--- config.mk ---
export PLATFORM = sky130hd
export DESIGN_NAME = bus_dma_flat
export DESIGN_NICKNAME = d
export VERILOG_FILES = /design/src/rtl/bus_dma_if.sv /design/src/rtl/bus_dma.sv /design/src/flat_wrapper.sv
export SDC_FILE = /design/constraint.sdc
export NUM_CORES = 1
export LEC_CHECK = 0
export CAP_MARGIN = 15
export CORE_UTILIZATION = 45
export DETAILED_ROUTE_END_ITERATION = 8
export HOLD_SLACK_MARGIN = 0.08
export PLACE_DENSITY_LB_ADDON = 0.1
export SLEW_MARGIN = 20
export SYNTH_ARGS = -nofsm -noshare
export SYNTH_HDL_FRONTEND = slang
export SYNTH_SLANG_ARGS = --single-unit
--- constraint.sdc ---
create_clock -name clk -period 2.6 [get_ports clk]
set_input_delay 0.52 -clock clk [delete_from_list [all_inputs] [get_ports clk]]
set_output_delay 0.52 -clock clk [all_outputs]
set_load 0.005 [all_outputs]
--- src/rtl/bus_dma_if.sv ---
// Native valid/ready memory bus between an initiator (master) and a responder (slave).
interface bus_dma_if;
  logic        mem_valid;
  logic        mem_ready;
  logic        mem_instr;
  logic [3:0]  mem_wstrb;
  logic [31:0] mem_wdata;
  logic [31:0] mem_addr;
  logic [31:0] mem_rdata;

  modport master (
    output mem_valid, mem_instr, mem_wstrb, mem_wdata, mem_addr,
    input  mem_ready, mem_rdata
  );

  modport slave (
    input  mem_valid, mem_instr, mem_wstrb, mem_wdata, mem_addr,
    output mem_ready, mem_rdata
  );
endinterface

--- src/rtl/bus_dma.sv ---
// Word-copy DMA initiator: one read then one write per word, with a bus-stall
// timeout that aborts the job and raises a sticky error flag.
module bus_dma #(
  parameter int unsigned COUNT_W = 16,
  parameter int unsigned TIMEOUT = 255
) (
  input  logic               clk,
  input  logic               resetn,
  input  logic               start,
  input  logic [31:0]        src_addr,
  input  logic [31:0]        dst_addr,
  input  logic [COUNT_W-1:0] count,
  input  logic               src_inc,
  output logic               busy,
  output logic               done,
  output logic               error,
  bus_dma_if.master          mem
);
  localparam int unsigned AW     = 32;
  localparam int unsigned WAIT_W = (TIMEOUT < 2) ? 1 : $clog2(TIMEOUT);
  localparam logic [AW-1:0] WORD_MASK = 32'hFFFF_FFFC;
  localparam logic [AW-1:0] WORD_STEP = 32'h0000_0004;

  typedef enum logic [2:0] {
    S_IDLE, S_RD, S_RGAP, S_WR, S_WGAP, S_FIN
  } state_e;

  state_e             state_q, state_d;
  logic [AW-1:0]      src_q, src_d;
  logic [AW-1:0]      dst_q, dst_d;
  logic [COUNT_W-1:0] rem_q, rem_d;
  logic               inc_q, inc_d;
  logic [WAIT_W-1:0]  wait_q, wait_d;
  logic               busy_q, busy_d;
  logic               done_q, done_d;
  logic               error_q, error_d;
  logic               valid_q, valid_d;
  logic [AW-1:0]      addr_q, addr_d;
  logic [3:0]         wstrb_q, wstrb_d;
  logic [AW-1:0]      wdata_q, wdata_d;
  logic               stall_expired_c;

  // The last permitted stall cycle aborts unless the responder completes in it.
  assign stall_expired_c = (wait_q == WAIT_W'(TIMEOUT - 1));

  always_ff @(posedge clk or negedge resetn) begin
    if (!resetn) begin
      state_q <= S_IDLE;
      src_q   <= '0;
      dst_q   <= '0;
      rem_q   <= '0;
      inc_q   <= 1'b0;
      wait_q  <= '0;
      busy_q  <= 1'b0;
      done_q  <= 1'b0;
      error_q <= 1'b0;
      valid_q <= 1'b0;
      addr_q  <= '0;
      wstrb_q <= '0;
      wdata_q <= '0;
    end else begin
      state_q <= state_d;
      src_q   <= src_d;
      dst_q   <= dst_d;
      rem_q   <= rem_d;
      inc_q   <= inc_d;
      wait_q  <= wait_d;
      busy_q  <= busy_d;
      done_q  <= done_d;
      error_q <= error_d;
      valid_q <= valid_d;
      addr_q  <= addr_d;
      wstrb_q <= wstrb_d;
      wdata_q <= wdata_d;
    end
  end

  always_comb begin
    state_d = state_q;
    src_d   = src_q;
    dst_d   = dst_q;
    rem_d   = rem_q;
    inc_d   = inc_q;
    wait_d  = wait_q;
    busy_d  = busy_q;
    done_d  = 1'b0;
    error_d = error_q;
    valid_d = valid_q;
    addr_d  = addr_q;
    wstrb_d = wstrb_q;
    wdata_d = wdata_q;

    unique case (state_q)
      S_IDLE: begin
        busy_d  = 1'b0;
        valid_d = 1'b0;
        if (start) begin
          src_d   = src_addr & WORD_MASK;
          dst_d   = dst_addr & WORD_MASK;
          rem_d   = count;
          inc_d   = src_inc;
          error_d = 1'b0;
          busy_d  = 1'b1;
          if (count == '0) begin
            state_d = S_FIN;
          end else begin
            state_d = S_RD;
            valid_d = 1'b1;
            addr_d  = src_addr & WORD_MASK;
            wstrb_d = 4'h0;
            wait_d  = '0;
          end
        end
      end
      S_RD: begin
        if (mem.mem_ready) begin
          wdata_d = mem.mem_rdata;
          valid_d = 1'b0;
          state_d = S_RGAP;
        end else if (stall_expired_c) begin
          valid_d = 1'b0;
          error_d = 1'b1;
          state_d = S_FIN;
        end else begin
          wait_d = wait_q + WAIT_W'(1);
        end
      end
      S_RGAP: begin
        state_d = S_WR;
        valid_d = 1'b1;
        addr_d  = dst_q;
        wstrb_d = 4'hF;
        wait_d  = '0;
      end
      S_WR: begin
        if (mem.mem_ready) begin
          dst_d   = dst_q + WORD_STEP;
          src_d   = inc_q ? (src_q + WORD_STEP) : src_q;
          rem_d   = rem_q - COUNT_W'(1);
          valid_d = 1'b0;
          state_d = (rem_q == COUNT_W'(1)) ? S_FIN : S_WGAP;
        end else if (stall_expired_c) begin
          valid_d = 1'b0;
          error_d = 1'b1;
          state_d = S_FIN;
        end else begin
          wait_d = wait_q + WAIT_W'(1);
        end
      end
      S_WGAP: begin
        state_d = S_RD;
        valid_d = 1'b1;
        addr_d  = src_q;
        wstrb_d = 4'h0;
        wait_d  = '0;
      end
      S_FIN: begin
        done_d  = 1'b1;
        state_d = S_IDLE;
      end
      default: begin
        state_d = S_IDLE;
        valid_d = 1'b0;
      end
    endcase
  end

  assign busy          = busy_q;
  assign done          = done_q;
  assign error         = error_q;
  assign mem.mem_valid = valid_q;
  assign mem.mem_instr = 1'b0;
  assign mem.mem_wstrb = wstrb_q;
  assign mem.mem_wdata = wdata_q;
  assign mem.mem_addr  = addr_q;
endmodule

--- src/flat_wrapper.sv ---
// flat-port wrapper written by rule: the top's interface ports become plain ports
module bus_dma_flat 
#(
  parameter int unsigned COUNT_W = 16,
  parameter int unsigned TIMEOUT = 255
)
  (clk, resetn, start, src_addr, dst_addr, count, src_inc, busy, done, error, mem_mem_valid, mem_mem_instr, mem_mem_wstrb, mem_mem_wdata, mem_mem_addr, mem_mem_ready, mem_mem_rdata);
  bus_dma_if mem_i ();
  input  logic clk;
  input  logic resetn;
  input  logic start;
  input  logic [31:0] src_addr;
  input  logic [31:0] dst_addr;
  input  logic [COUNT_W-1:0] count;
  input  logic src_inc;
  output logic busy;
  output logic done;
  output logic error;
  output wire logic [$bits(mem_i.mem_valid)-1:0] mem_mem_valid;
  output wire logic [$bits(mem_i.mem_instr)-1:0] mem_mem_instr;
  output wire logic [$bits(mem_i.mem_wstrb)-1:0] mem_mem_wstrb;
  output wire logic [$bits(mem_i.mem_wdata)-1:0] mem_mem_wdata;
  output wire logic [$bits(mem_i.mem_addr)-1:0] mem_mem_addr;
  input wire logic [$bits(mem_i.mem_ready)-1:0] mem_mem_ready;
  input wire logic [$bits(mem_i.mem_rdata)-1:0] mem_mem_rdata;
  assign mem_mem_valid = mem_i.mem_valid;
  assign mem_mem_instr = mem_i.mem_instr;
  assign mem_mem_wstrb = mem_i.mem_wstrb;
  assign mem_mem_wdata = mem_i.mem_wdata;
  assign mem_mem_addr = mem_i.mem_addr;
  assign mem_i.mem_ready = mem_mem_ready;
  assign mem_i.mem_rdata = mem_mem_rdata;
  bus_dma #(.COUNT_W(COUNT_W), .TIMEOUT(TIMEOUT)) u_core (.clk(clk), .resetn(resetn), .start(start), .src_addr(src_addr), .dst_addr(dst_addr), .count(count), .src_inc(src_inc), .busy(busy), .done(done), .error(error), .mem(mem_i));
endmodule
==> results.json <==
{
  "post_cts_buffers": 0,
  "cts_buffer_depth": 2,
  "cts_sinks": 156,
  "synth_top_cell_by_area": "dfrtp_1",
  "overflow": 0,
  "drt_pass1_iterations": 6,
  "pwr-share-seq_pct": 36.5,
  "routedWlPerCell_um": 18.15,
  "cp.arrival_ns": 2.72,
  "clk_latency_ns": 0.43,
  "cts_hold_buffers": 0,
  "track_usage_pct": 25.72,
  "synth_fp_nets": 1085,
  "clk_pin_slew_worst_paths_ns": 0.07,
  "rsz0062_at_grt": "false",
  "area_delta_synth_final_pct": 33.19,
  "top_layer_used": "met4",
  "grt_max_degree": 64,
  "setup_viol": 0,
  "status": "completed",
  "synth.distinct_cells": 69,
  "cp-start-kind": "flop",
  "p_int_mw": 7.957,
  "switchingPower_mw": 5.348,
  "final_hold_viol_count": 0,
  "finClkSkew_ns": 0.01364,
  "drv_cap": 0,
  "peakVddDrop_uv": 533.3,
  "drv_slew": 0,
  "avgSynthCellArea_um2": 8.856,
  "portBuffers": 184,
  "power.density_mw_per_mm2": 1173,
  "row_count": 49,
  "drt_iter0_drc": 696,
  "met2_length_um": 11680,
  "die_h_um": 139.6,
  "hpwl_um": 17470,
  "cts-resized-gates": 0,
  "grt_pass1_wl_um": 39780,
  "cts-root-buf": "clkbuf_16",
  "finalCritPeriodShare_pct": 91.32,
  "synthArstFlopShare_pct": 100.0,
  "synth-edff-count": 0,
  "cp-end-kind": "flop",
  "synth_warnings": 0,
  "synth_top_area_share_pct": 45.82,
  "antenna_found_initial": 0,
  "synthTopCellsByArea": "dfrtp_1, a21oi_1, o21ai_0",
  "p_comb_share_pct": 46.0,
  "final_antenna_net_count": 0,
  "die-area_mm2": 0.01949,
  "placed_area_mm2": 0.01081,
  "wl_met1_um": 11190,
  "fin_nets": 1251,
  "finalCriticalPeriod_ns": 2.374,
  "numCtsBuffers": 17,
  "worst_ep_required_time_ns": 2.95,
  "dr_wl_met3_um": 1519,
  "setup.worst_path.class": "flop to flop",
  "gp_congestion": 0.8815,
  "first_global_vias": 7443,
  "power_leakage_nw": 4.473,
  "syn_inst": 962,
  "drc_errors": 0,
  "core_mm2": 0.01827,
  "synth_top_flop_cell": "dfrtp_1",
  "layout-drive-gt1-share_pct": 11.14,
  "maxSlewHeadroom_pct": 55.07,
  "setup_tns_ns": 0,
  "io_pins": 190,
  "final_area_mm2": 0.01135,
  "synthesis.area_mm2": 0.008519,
  "initial_core_util_pct": 46.63,
  "synth-seq-area-share_pct": 45.82,
  "wl_um": 24850,
  "antenna_cells": 0,
  "cts_tree": "yes",
  "htreeDepth": 4,
  "die_x_um": 139.6,
  "max_freq_mhz": 421.2,
  "p_sw_share_pct": 40.19,
  "clkPwrFrac_pct": 17.5,
  "worst_pin_slew_ns": 0.6670,
  "num_vias": 8187,
  "ys_ff_latch": 156,
  "path_max_fanout": 4,
  "vias_per_cell": 5.980,
  "hp-class": "input pin to async pin"
}
==> layout make-up <==
class	count	area (um2)
fill	1625	6923
multi-input combinational	715	4290
sequential	156	3904
timing repair buffer	223	2273
clock buffer	17	425.4
tap	229	286.5
clock inverter	14	111.4
inverter	15	56.30
==> worst max-delay path, cell delays in order, from the launching register on <==
cell and delay (ns):
dfrtp_1 0.41, inv_1 0.09, ha_1 0.21, or3b_1 0.41, or4_4 0.52, or3_1 0.35
a21oi_1 0.16, a2bb2oi_1 0.16
==> stage by stage <==
stage | total power [mW] | worst slack (ns) | utilization, % | hold WS (ns) | std cells
after floorplan | 8.245 | 0.4023 | - | 0.2244 | 962
after global routing | 14.27 | 0.1247 | 62.11 | 0.1076 | 1369
after CTS | 13.34 | 0.2325 | 62.11 | 0.09332 | 1369
after global placement | 10.83 | 0.1523 | 59.17 | 0.4613 | 1338
final | 13.31 | 0.2257 | 62.11 | 0.07330 | 1369
after detailed placement | 10.99 | 0.1479 | 59.17 | 0.4689 | 1338
==> synth_stat cells, drive strengths merged, types with 2 or more instances <==
| library cell | instances |
|---|---|
| a211o | 2 |
| a211oi | 7 |
| a21o | 4 |
| a21oi | 111 |
| a22o | 31 |
| a22oi | 5 |
| a2bb2oi | 14 |
| a31oi | 12 |
| a41oi | 4 |
| and2 | 6 |
| and3 | 19 |
| and4 | 2 |
| buf | 19 |
| clkbuf | 57 |
| dfrtp | 156 |
| ha | 6 |
| inv | 15 |
| mux2 | 32 |
| nand2 | 95 |
| nand3 | 42 |
| nand3b | 3 |
| nand4 | 23 |
| nor2 | 75 |
| nor3 | 24 |
| nor3b | 4 |
| nor4 | 13 |
| nor4b | 2 |
| nor4bb | 2 |
| o211ai | 2 |
| o21a | 4 |
| o21ai | 82 |
| o22a | 7 |
| o22ai | 29 |
| o2bb2ai | 2 |
| o31ai | 4 |
| o32ai | 2 |
| o41ai | 2 |
| or2 | 6 |
| or3 | 8 |
| or3b | 2 |
| or4 | 10 |
==> final timing paths <==
| path | cells past startpoint | to | from | slack (ns) |
|---|---|---|---|---|
| max | 7 | u_core.rem_q[12] | u_core.rem_q[1] | 0.23 |
| min | 1 | u_core.wait_q[6] | resetn | 0.07 |
| max reg2reg | 7 | u_core.rem_q[12] | u_core.rem_q[1] | 0.23 |
| min reg2reg | 2 | u_core.mem.mem_addr[29] | u_core.mem.mem_addr[29] | 0.48 |
| max in group asynchronous | 2 | u_core.done | resetn | 1.86 |
| min in group clk | 2 | u_core.mem.mem_addr[29] | u_core.mem.mem_addr[29] | 0.48 |
==> power by group through the flow <==
stage	Sequential (mW)	Clock, mW	Combinational (mW)
final	4.85	2.33	6.13
after global routing	5.02	2.47	6.77
after CTS	4.83	2.36	6.15
after detailed placement	4.86	0	6.13
after global placement	4.82	0	6.00
after floorplan	4.49	0	3.75
==> per-layer routing <==
metal,global-route usage (%),up-vias
met5,0,-
met4,8.039,0
met3,4.783,34
met2,41.18,328
met1,35.37,3913
li1,-,3912
==> registers in the layout, indices dropped and copies added (netlist names) <==
register	cells
u_core.busy	1
u_core.dst_q	30
u_core.mem.mem_addr	31
u_core.src_q	30
u_core.mem.mem_wdata	32
u_core.rem_q	16
u_core.wait_q	8
u_core.mem.mem_wstrb	1
u_core.error	1
u_core.state_q	3
u_core.done	1
u_core.mem.mem_valid	1
u_core.inc_q	1
==> kinds of logic (layout without fill, tap and decap cells) <==
kind of cell / after synthesis / in the layout / share of synthesized area, %
and+or+nand+nor: 341 / 341 / 20.16
AOI/OAI and AO/OA: 334 / 334 / 24.35
DFF: 156 / 156 / 45.82
buffers and inverters: 91 / 269 / 4.391
muxes: 33 / 33 / 4.347
adders and majority gates: 6 / 6 / 0.8812
other: 1 / 1 / 0.04402
==> layout by cell type, fill, tap and decap left out, drive strengths merged, types with 29 or more instances in the layout <==
cell type	n
dfrtp	156
a22o	31
nand3	42
o21ai	82
nand2	95
o22ai	29
clkdlybuf4s50	183
buf	40
a21oi	111
mux2	32
nor2	75
No activity file was read; power rests on OpenSTA's default activity.
